## src/rtl/ctrl_unit_mc_if.sv

```systemverilog
// ctrl_unit_mc_if: status/opcode inputs and write-enable/select outputs between
// the multicycle MIPS control unit (master) and its datapath (slave).
interface ctrl_unit_mc_if;
    logic       Overflow, Zero, EQ;
    logic [5:0] opcode, funct;
    logic       pc_w, mem_w, ir_w, reg_w, reg_ab_w, aluOut_w, mdr_w, epc_w, hi_w, lo_w;
    logic       alu_src_a;
    logic [1:0] alu_src_b, reg_dst, pc_src;
    logic [2:0] data_src, alu_op;
    logic       mem_addr_src, exc_cause, rst_out;
    logic [3:0] state_dbg;
    modport master(
        input  Overflow, Zero, EQ, opcode, funct,
        output pc_w, mem_w, ir_w, reg_w, reg_ab_w, aluOut_w, mdr_w, epc_w, hi_w, lo_w,
        output alu_src_a, alu_src_b, reg_dst, data_src, alu_op, pc_src,
        output mem_addr_src, exc_cause, rst_out, state_dbg
    );
    modport slave(
        output Overflow, Zero, EQ, opcode, funct,
        input  pc_w, mem_w, ir_w, reg_w, reg_ab_w, aluOut_w, mdr_w, epc_w, hi_w, lo_w,
        input  alu_src_a, alu_src_b, reg_dst, data_src, alu_op, pc_src,
        input  mem_addr_src, exc_cause, rst_out, state_dbg
    );
endinterface

```

## src/rtl/ctrl_unit_mc.sv

```systemverilog
// ctrl_unit_mc: Moore multicycle MIPS control FSM with memory wait states,
// configurable decode length and overflow / invalid-opcode traps.
module ctrl_unit_mc #(
    parameter int MEM_WAIT   = 2,
    parameter int DEC_CYCLES = 2,
    parameter int EXC_EN     = 1
) (
    input  logic           clk,
    input  logic           reset,
    ctrl_unit_mc_if.master bus
);
    typedef enum logic [3:0] {
        S_RESET, S_FETCH, S_DECODE, S_EXEC_R, S_WB_R, S_EXEC_I, S_WB_I, S_MEM_ADDR,
        S_MEM_RD, S_MEM_WB, S_MEM_WR, S_BRANCH, S_JUMP, S_EXC, S_CLOSE
    } state_t;
    localparam logic [2:0] MEM_LAST = 3'(MEM_WAIT);
    localparam logic [2:0] DEC_LAST = 3'(DEC_CYCLES - 1);
    localparam logic       TRAP     = (EXC_EN != 0);
    state_t     r_state, w_next, w_disp;
    logic [2:0] r_cnt, r_alu;
    logic       r_take, r_lw, r_arith, r_cause;
    always_comb begin
        w_disp = TRAP ? S_EXC : S_CLOSE;
        case (bus.opcode)
            6'b000000: if (bus.funct inside {6'b100000, 6'b100010, 6'b100100}) w_disp = S_EXEC_R;
            6'b001000: w_disp = S_EXEC_I;
            6'b100011, 6'b101011: w_disp = S_MEM_ADDR;
            6'b000100, 6'b000101: w_disp = S_BRANCH;
            6'b000010: w_disp = S_JUMP;
            default: ;
        endcase
    end
    always_ff @(posedge clk) begin
        if (!reset) begin
            r_state <= S_RESET;
            r_cnt   <= '0;
        end else begin
            r_state <= w_next;
            r_cnt   <= (w_next != r_state) ? 3'd0 : (r_cnt == 3'd7 ? r_cnt : r_cnt + 3'd1);
        end
    end
    // A/B are loaded in decode cycle 0, so EQ is settled by the final decode cycle.
    always_ff @(posedge clk) begin
        if (r_state == S_DECODE && r_cnt == DEC_LAST) begin
            r_take  <= (bus.opcode == 6'b000100) ? bus.EQ : !bus.EQ;
            r_lw    <= (bus.opcode == 6'b100011);
            r_arith <= (bus.funct != 6'b100100);
            r_alu   <= (bus.funct == 6'b100010) ? 3'b010 : (bus.funct == 6'b100100) ? 3'b011 : 3'b001;
        end
        if (w_next == S_EXC && r_state != S_EXC)
            r_cause <= (r_state == S_DECODE);
    end
    always_comb begin
        w_next           = r_state;
        bus.pc_w         = 1'b0;
        bus.mem_w        = 1'b0;
        bus.ir_w         = 1'b0;
        bus.reg_w        = 1'b0;
        bus.reg_ab_w     = 1'b0;
        bus.aluOut_w     = 1'b0;
        bus.mdr_w        = 1'b0;
        bus.epc_w        = 1'b0;
        bus.hi_w         = 1'b0;
        bus.lo_w         = 1'b0;
        bus.alu_src_a    = 1'b0;
        bus.alu_src_b    = 2'b00;
        bus.reg_dst      = 2'b00;
        bus.data_src     = 3'b000;
        bus.alu_op       = 3'b001;
        bus.pc_src       = 2'b00;
        bus.mem_addr_src = 1'b0;
        bus.exc_cause    = 1'b0;
        bus.rst_out      = 1'b0;
        bus.state_dbg    = r_state;
        case (r_state)
            S_RESET: begin
                bus.rst_out = 1'b1;
                w_next      = S_FETCH;
            end
            S_FETCH: begin
                bus.alu_src_b = 2'b01;
                if (r_cnt == MEM_LAST) begin
                    bus.pc_w = 1'b1;
                    bus.ir_w = 1'b1;
                    w_next   = S_DECODE;
                end
            end
            S_DECODE: begin
                if (r_cnt == 3'd0) begin
                    bus.reg_ab_w  = 1'b1;
                    bus.aluOut_w  = 1'b1;
                    bus.alu_src_b = 2'b11;
                end
                if (r_cnt == DEC_LAST) w_next = w_disp;
            end
            S_EXEC_R: begin
                bus.alu_src_a = 1'b1;
                bus.alu_op    = r_alu;
                bus.aluOut_w  = 1'b1;
                w_next        = (bus.Overflow && r_arith && TRAP) ? S_EXC : S_WB_R;
            end
            S_WB_R: begin
                bus.reg_w   = 1'b1;
                bus.reg_dst = 2'b01;
                w_next      = S_CLOSE;
            end
            S_EXEC_I, S_MEM_ADDR: begin
                bus.alu_src_a = 1'b1;
                bus.alu_src_b = 2'b10;
                bus.aluOut_w  = 1'b1;
                w_next        = (r_state == S_MEM_ADDR) ? (r_lw ? S_MEM_RD : S_MEM_WR) :
                                (bus.Overflow && TRAP) ? S_EXC : S_WB_I;
            end
            S_WB_I: begin
                bus.reg_w = 1'b1;
                w_next    = S_CLOSE;
            end
            S_MEM_RD: begin
                bus.mem_addr_src = 1'b1;
                if (r_cnt == MEM_LAST) begin
                    bus.mdr_w = 1'b1;
                    w_next    = S_MEM_WB;
                end
            end
            S_MEM_WB: begin
                bus.reg_w    = 1'b1;
                bus.data_src = 3'b001;
                w_next       = S_CLOSE;
            end
            S_MEM_WR: begin
                bus.mem_w        = 1'b1;
                bus.mem_addr_src = 1'b1;
                w_next           = S_CLOSE;
            end
            S_BRANCH: begin
                bus.alu_src_a = 1'b1;
                bus.alu_op    = 3'b010;
                bus.pc_src    = 2'b01;
                bus.pc_w      = r_take;
                w_next        = S_CLOSE;
            end
            S_JUMP: begin
                bus.pc_w   = 1'b1;
                bus.pc_src = 2'b10;
                w_next     = S_CLOSE;
            end
            S_EXC: begin
                if (r_cnt == 3'd0) begin
                    bus.epc_w     = 1'b1;
                    bus.alu_src_b = 2'b01;
                    bus.alu_op    = 3'b010;
                    bus.exc_cause = r_cause;
                end else begin
                    bus.pc_w   = 1'b1;
                    bus.pc_src = 2'b11;
                    w_next     = S_CLOSE;
                end
            end
            S_CLOSE: w_next = S_FETCH;
            default: w_next = S_RESET;
        endcase
    end
endmodule

```

## src/flat_wrapper.sv

```systemverilog
// flat-port wrapper written by rule: the top's interface ports become plain ports
module ctrl_unit_mc_flat 
#(
    parameter int MEM_WAIT   = 2,
    parameter int DEC_CYCLES = 2,
    parameter int EXC_EN     = 1
)
  (clk, reset, bus_Overflow, bus_Zero, bus_EQ, bus_opcode, bus_funct, bus_pc_w, bus_mem_w, bus_ir_w, bus_reg_w, bus_reg_ab_w, bus_aluOut_w, bus_mdr_w, bus_epc_w, bus_hi_w, bus_lo_w, bus_alu_src_a, bus_alu_src_b, bus_reg_dst, bus_data_src, bus_alu_op, bus_pc_src, bus_mem_addr_src, bus_exc_cause, bus_rst_out, bus_state_dbg);
  ctrl_unit_mc_if bus_i ();
  input  logic clk;
  input  logic reset;
  input wire logic [$bits(bus_i.Overflow)-1:0] bus_Overflow;
  input wire logic [$bits(bus_i.Zero)-1:0] bus_Zero;
  input wire logic [$bits(bus_i.EQ)-1:0] bus_EQ;
  input wire logic [$bits(bus_i.opcode)-1:0] bus_opcode;
  input wire logic [$bits(bus_i.funct)-1:0] bus_funct;
  output wire logic [$bits(bus_i.pc_w)-1:0] bus_pc_w;
  output wire logic [$bits(bus_i.mem_w)-1:0] bus_mem_w;
  output wire logic [$bits(bus_i.ir_w)-1:0] bus_ir_w;
  output wire logic [$bits(bus_i.reg_w)-1:0] bus_reg_w;
  output wire logic [$bits(bus_i.reg_ab_w)-1:0] bus_reg_ab_w;
  output wire logic [$bits(bus_i.aluOut_w)-1:0] bus_aluOut_w;
  output wire logic [$bits(bus_i.mdr_w)-1:0] bus_mdr_w;
  output wire logic [$bits(bus_i.epc_w)-1:0] bus_epc_w;
  output wire logic [$bits(bus_i.hi_w)-1:0] bus_hi_w;
  output wire logic [$bits(bus_i.lo_w)-1:0] bus_lo_w;
  output wire logic [$bits(bus_i.alu_src_a)-1:0] bus_alu_src_a;
  output wire logic [$bits(bus_i.alu_src_b)-1:0] bus_alu_src_b;
  output wire logic [$bits(bus_i.reg_dst)-1:0] bus_reg_dst;
  output wire logic [$bits(bus_i.data_src)-1:0] bus_data_src;
  output wire logic [$bits(bus_i.alu_op)-1:0] bus_alu_op;
  output wire logic [$bits(bus_i.pc_src)-1:0] bus_pc_src;
  output wire logic [$bits(bus_i.mem_addr_src)-1:0] bus_mem_addr_src;
  output wire logic [$bits(bus_i.exc_cause)-1:0] bus_exc_cause;
  output wire logic [$bits(bus_i.rst_out)-1:0] bus_rst_out;
  output wire logic [$bits(bus_i.state_dbg)-1:0] bus_state_dbg;
  assign bus_i.Overflow = bus_Overflow;
  assign bus_i.Zero = bus_Zero;
  assign bus_i.EQ = bus_EQ;
  assign bus_i.opcode = bus_opcode;
  assign bus_i.funct = bus_funct;
  assign bus_pc_w = bus_i.pc_w;
  assign bus_mem_w = bus_i.mem_w;
  assign bus_ir_w = bus_i.ir_w;
  assign bus_reg_w = bus_i.reg_w;
  assign bus_reg_ab_w = bus_i.reg_ab_w;
  assign bus_aluOut_w = bus_i.aluOut_w;
  assign bus_mdr_w = bus_i.mdr_w;
  assign bus_epc_w = bus_i.epc_w;
  assign bus_hi_w = bus_i.hi_w;
  assign bus_lo_w = bus_i.lo_w;
  assign bus_alu_src_a = bus_i.alu_src_a;
  assign bus_alu_src_b = bus_i.alu_src_b;
  assign bus_reg_dst = bus_i.reg_dst;
  assign bus_data_src = bus_i.data_src;
  assign bus_alu_op = bus_i.alu_op;
  assign bus_pc_src = bus_i.pc_src;
  assign bus_mem_addr_src = bus_i.mem_addr_src;
  assign bus_exc_cause = bus_i.exc_cause;
  assign bus_rst_out = bus_i.rst_out;
  assign bus_state_dbg = bus_i.state_dbg;
  ctrl_unit_mc #(.MEM_WAIT(MEM_WAIT), .DEC_CYCLES(DEC_CYCLES), .EXC_EN(EXC_EN)) u_core (.clk(clk), .reset(reset), .bus(bus_i));
endmodule
```

## config.mk

```make
export PLATFORM = sky130hd
export DESIGN_NAME = ctrl_unit_mc_flat
export DESIGN_NICKNAME = d
export VERILOG_FILES = /design/src/rtl/ctrl_unit_mc_if.sv /design/src/rtl/ctrl_unit_mc.sv /design/src/flat_wrapper.sv
export SDC_FILE = /design/constraint.sdc
export NUM_CORES = 1
export LEC_CHECK = 0
export BUFFER_PORTS_ARGS = -buffer_cell sky130_fd_sc_hd__buf_2
export CAP_MARGIN = 20
export CORE_UTILIZATION = 45
export DETAILED_ROUTE_END_ITERATION = 10
export PLACE_DENSITY_LB_ADDON = 0.2
export SLEW_MARGIN = 20
export SYNTH_ARGS = -nofsm -noshare
export SYNTH_HDL_FRONTEND = slang
export SYNTH_SLANG_ARGS = --single-unit
```

## constraint.sdc

```tcl
create_clock -name clk -period 4.31 [get_ports clk]
set_clock_uncertainty 0.15 [all_clocks]
set_input_delay 0.431 -clock clk [delete_from_list [all_inputs] [get_ports clk]]
set_output_delay 0.431 -clock clk [all_outputs]
set_load 0.005 [all_outputs]
```

* Word-level counts from Yosys, hierarchy flattened *
Cells that the tools add are included.

operators by class
  $add $sub $neg = 1
  bitwise gates (word level) = 1
  multipliers = 0
  equality and inequality tests = 30
  $lt $le $gt $ge = 0
  muxes and demuxes = 38
  reduce and logical (&&, ||, !) cells = 18
  shift operators = 0
  divide/modulo/power cells = 0

operators by type and width
  kind                                                             count
  4-bit == test, second input constant                             8
  4-bit two-way mux                                                8
  4-bit one-hot mux with 8 select lines                            1
  6-bit == test, second input constant                             5
  4-bit one-hot mux with 5 select lines                            1
  1-bit two-way mux                                                18
  4-bit by 3-bit == test with 1-bit output, second input constant  4
  6-bit by 3-bit == test with 1-bit output, second input constant  2
  2-bit OR reduction                                               6
  2-bit two-way mux                                                5
  3-bit one-hot mux with 3 select lines                            1
  4-bit by 2-bit == test with 1-bit output, second input constant  2
  2-bit one-hot mux with 4 select lines                            1
  6-bit by 2-bit == test with 1-bit output, second input constant  1
  6-bit by 4-bit == test with 1-bit output, second input constant  1
  6-bit logical NOT                                                1
  6-bit inequality test, second input constant                     1
  2-bit one-hot mux with 3 select lines                            1
  3-bit OR reduction                                               2
  6-bit OR reduction                                               1
  4-bit by 1-bit == test with 1-bit output, second input constant  1
  4-bit logical NOT                                                1
  4-bit inequality test                                            1
  4-bit inequality test, second input constant                     1
  12 further kinds                                                 14

word-level totals
  latch bits = 0
  register bits = 14
  bits in writable memories = 0
  input bits = 17
  logic and storage cells = 95
  output and inout port bits = 30
  ROM bits = 0
  memories kept = 0

* Longest topological paths before layout *
  depth in word-level cells = 8
  gate-level depth with buffers = 7

* Least setup slack after synthesis *
Ideal clock, no wire load.

  kind = reg-to-reg
  from = register u_core.r_cnt[0]
  to = register u_core.r_cause (enable)
  buffers on the path = 0
  required time = 3842 ps
  setup slack = 2039 ps
  data arrival time = 1803 ps
  stages on the path, launching flop included = 8
  period minus slack after synthesis = 2271 ps
  library setup time = 318 ps
  path through = dfxtp_1 inv_1 ha_1 nor2b_1 a22oi_1 o22ai_1 or3_2 nor4b_2

between the ends
  word-level cells in the longest chain between the ends = 5
  elaborated cells between the ends (all ways) = 10
  those cells by class = eq/ne: 3; mux: 5; reduce/logical: 2

ends and longest elaborated chain
  element                                                           RTL line                                 source
  from (decl)                                                       ctrl_unit_mc.sv:20                       logic [2:0] r_cnt, r_alu;
  from (signal assigned)                                            ctrl_unit_mc.sv:39                       r_cnt <= (w_next != r_state) ? 3'd0 : (r_cnt == 3'd7 ? r_cnt : r_cnt + 3'd1);
  3-bit by 2-bit == test with 1-bit output (tied with other cells)  ctrl_unit_mc.sv:82, ctrl_unit_mc.sv:120
  4-bit two-way mux, on equally long branches                       --
  4-bit one-hot mux with 8 select lines (*)                         ctrl_unit_mc.sv:75                       case (r_state)
  4-bit == test (*)                                                 ctrl_unit_mc.sv:50                       if (w_next == S_EXC && r_state != S_EXC)
  1-bit logical AND (*)                                             ctrl_unit_mc.sv:50
  to (signal assigned)                                              ctrl_unit_mc.sv:51                       r_cause <= (r_state == S_DECODE);
  to (decl)                                                         ctrl_unit_mc.sv:21                       logic r_take, r_lw, r_arith, r_cause;

Mark *: on every way between the ends. The rest lies on a longest branch, timed or not.
A chain may end at the register's enable or synchronous reset.

* Final worst setup path *
  from = register u_core.r_state[1] (netlist: u_core.bus.state_dbg[1])
  to = register u_core.r_cause (enable)

between the ends
  word-level cells in the longest chain between the ends = 5
  elaborated cells between the ends (all ways) = 27
  those cells by class = eq/ne: 16; mux: 6; reduce/logical: 5

ends and longest elaborated chain
  element                                                           RTL line            source
  from (decl)                                                       ctrl_unit_mc.sv:19  state_t r_state, w_next, w_disp;
  from (signal assigned)                                            ctrl_unit_mc.sv:38  r_state <= w_next;
  4-bit by 3-bit == test with 1-bit output (tied with other cells)  ctrl_unit_mc.sv:75
  6-bit OR reduction (no source line) (tied with other cells)       --
  4-bit one-hot mux with 8 select lines                             ctrl_unit_mc.sv:75
  4-bit == test                                                     ctrl_unit_mc.sv:50
  1-bit logical AND (*)                                             ctrl_unit_mc.sv:50

Marks and branches as above.

==> summary.md <==
| Metric | Value |
|---|---|
| Leak | `0.678 nW` |
| Setup crit end kind | `flop` |
| Ports | `47` |
| Hold Path Stages | `2` |
| Die ar. | `0.00330 mm²` |
| Min cycle time layout | `2.91 ns` |
| Fmax | `344 MHz` |
| Placed cells | `229` |
| Cell Rows | `19` |
| Final core occ | `54.8%` |
| Peak per-stage delay on the critical path | `0.69 ns` |
| Die X | `57.4 µm` |
| Fill count | `265` |
| Sw Pwr | `0.000271 W` |
| FF/Latch Area | `320 µm²` |
| First-pass GRT wire length | `5460 µm` |
| Largest net degree at the start of global routing | `29` |
| 1st-iter DRT viols | `83` |
| Post-synthesis cell count | `170` |
| Clock tree buffer depth | `2` |
| PostCTS Resize Cnt | `0` |
| CTS tree | `done` |
| Clock sink total | `13` |
| Final clock period utilization by the worst path | `67.4%` |
| Mapped Avg Cell Area | `8.13 µm²` |
| VDD IR-drop max | `225 µV` |
| Antenna Diode Count | `0` |
| Comb pwr share | `51.9%` |
| Fin cells | `233` |
| Yosys Warn Count | `0` |
| Most frequent cells in the layout | `buf_2, nand2_1, nor2_1, a21oi_1` |
| WL final | `3290 µm` |
| Commonest non-fill, non-tap cell in the layout | `buf_2` |
| Initial DRT Pass Iterations | `8` |
| Vias/cell | `5.84` |
| FF-to-FF path depth | `5` |
| Worst Path Arrival | `2.73 ns` |
| Post-route setup slack | `1.40 ns` |
| Hold/Removal Path Class | `in2reg` |
| Synthesized area | `0.00138 mm²` |
| RSZ-0062 raised after global routing | `no` |
| H-tree depth | `1` |
| Register area share after synthesis | `23.2%` |
| Pins over their slew limit | `0` |
| Area grow syn2layout | `12.0%` |
| Detail Route Antenna Nets | `0` |
| Wirelength per Cell | `14.1 µm` |
| Int Power | `0.000312 W` |
| Setup TNS | `0 ns` |
| Remaining global-route overflow | `0` |
| Hold_buf cts | `0` |
| Sw frac | `46.5%` |
| CP Launch Type | `flop` |
| Total via count in the routed design | `1360` |
| GPL Wtd Cong | `0.847` |
| Worst Path Max Fanout | `19` |
| Failing checks | `DRC` |
| Core Footprint | `0.00283 mm²` |
| P per Cell Area | `376 mW/mm²` |
| Slowest CP cell | `dfxtp_1` |
| Clock latency on the worst-skew pair | `0.27 ns` |
| Sequential power share | `35.1%` |
| Final hold vios | `0` |
| Cells along the critical path | `nor2b_1 > nor4b_4 > a311oi_1 > a21oi_1 > nor4b_2` |
| Reg clk slew, reported paths | `0.08 ns` |
| Nets | `225` |
| Clock power frac | `13.0%` |
| Overall Power | `0.000583 W` |
| Critical Setup Path Class | `reg2reg` |
| Netlist cell types | `55` |
| Number of CTS-inserted buffers | `3` |
| Initial core utilization | `48.9%` |
| Final HPWL DP | `2470 µm` |
| Seq cells post-synth | `13` |
| Residual DRC | `5` |
| Postcts setup bufs | `0` |
| Initial antenna violation count | `0` |
| Root Driver | `clkbuf_4` |
| Slew headroom | `39.1%` |
| Max_cap viols | `0` |
| Buffers added on ports | `39` |
| Die Height | `57.4 µm` |
| Layout cells sized above 1 | `28.7%` |
| Crit path required time | `4.13 ns` |
| Status | `finished, violations left` |
| Slew of the pin with the lowest slew margin | `0.913 ns` |
| Multi-input logic area | `946 µm²` |
| Setup WS pre-CTS | `1.51 ns` |
| Gr usage total | `21.0%` |
| Setup Viol. Count Final | `0` |
| Number of global-route vias before repair | `1179` |
-- state kept, by name, summed over array words and instances (netlist names) --
| register | cells |
|---|---|
| u_core.bus.state_dbg | 4 |
| u_core.r_cnt | 3 |
| u_core.r_alu | 2 |
| u_core.r_arith | 1 |
| u_core.r_cause | 1 |
| u_core.r_lw | 1 |
| u_core.r_take | 1 |
-- cell families (layout without fill, tap and decap cells) --
| logic type | Yosys count | in the layout | share of synthesized area [%] |
|---|---|---|---|
| AOI/OAI and AO/OA | 40 | 40 | 21.2 |
| xor gates and xnor gates | 2 | 2 | 1.27 |
| adders and majority gates | 6 | 6 | 5.25 |
| buffers and inverters | 22 | 49 | 9.77 |
| DFF | 13 | 13 | 23.2 |
| muxes | 2 | 2 | 1.45 |
| other | 1 | 6 | 0.271 |
| and+or+nand+nor | 84 | 84 | 37.6 |
-- layout make-up --
| type | instances | area share (%) |
|---|---|---|
| timing repair buffer | 39 | 12.6 |
| inverter | 6 | 1.45 |
| tap | 31 | 2.50 |
| multi-input combinational | 140 | 61.1 |
| sequential | 13 | 20.7 |
| clock buffer | 4 | 1.70 |
-- synthesized netlist by cell type (all sizes together) --
cell type,instances,area share [%]
a311oi,2,1.3
or3,1,0.54
nor3b,1,0.54
o31ai,1,0.54
a21o,1,0.54
nor3,6,2.2
nand2,20,5.4
conb,1,0.27
o22ai,3,1.4
nor4b,3,4.5
maj3,1,0.72
and3,2,1.0
nand2b,4,1.8
or4b,1,0.72
nor2b,7,3.7
nor2,14,3.8
o2111ai,2,1.3
or4,1,0.81
a21boi,2,1.1
o211ai,1,0.54
and4,1,0.63
ha,5,4.5
a221o,1,0.81
or2,1,0.45
inv,6,1.6
xor2,2,1.3
clkbuf,2,1.3
edfxtp,6,13
nand3b,4,2.2
a21oi,9,3.3
and2,5,2.3
mux2i,2,1.4
a22oi,1,0.54
a2bb2oi,1,0.63
a31o,2,1.3
a2111oi,2,2.6
or2b,2,1.2
nand4b,2,1.3
dfxtp,7,10
buf,14,6.9
nor4,6,2.7
o31a,3,1.9
and2b,3,1.9
o21ai,9,3.5
-- power by group through the flow --
stage               registers (W)  clock network, W  logic (W)
global route             0.000211         0.0000834   0.000332
global placement         0.000204                 0   0.000288
finish                   0.000205         0.0000757   0.000303
floorplan                0.000159                 0   0.000266
CTS                      0.000203         0.0000780   0.000301
detailed placement       0.000206                 0   0.000297
-- through the flow --
stage	cell area [µm²]	hold slack, ns
global placement	1520	0.406
global route	1550	0.266
finish	1550	0.266
CTS	1550	0.262
floorplan	1400	0.387
detailed placement	1520	0.422
-- per-layer routing --
metal | up-vias | wire, µm | track usage [%]
met1 | 604 | 1440 | 29.7
met3 | 4 | 260 | 2.95
li1 | 673 | - | -
met5 | - | 0 | 0
met4 | 0 | 25 | 5.92
met2 | 79 | 1560 | 33.2
-- critical path, delay by kind of cell, from the launching register on --
kind,cells,cell delay [ns]
AOI/OAI and AO/OA,2,0.45
DFF,1,0.69
and+or+nand+nor,3,1.31
-- worst paths after layout --
kind,from,slack [ns],endpoint
min reg2reg,u_core.r_cnt[1]$_SDFFE_PP0P_,0.43,u_core.r_cnt[1]$_SDFFE_PP0P_
min,reset,0.27,u_core.bus.state_dbg[2]$_SDFF_PN0_
max reg2reg,u_core.bus.state_dbg[1]$_SDFF_PN0_,1.40,u_core.r_cause$_DFFE_PP_
max,u_core.bus.state_dbg[1]$_SDFF_PN0_,1.40,u_core.r_cause$_DFFE_PP_
Power figures use the tool's default switching activity.
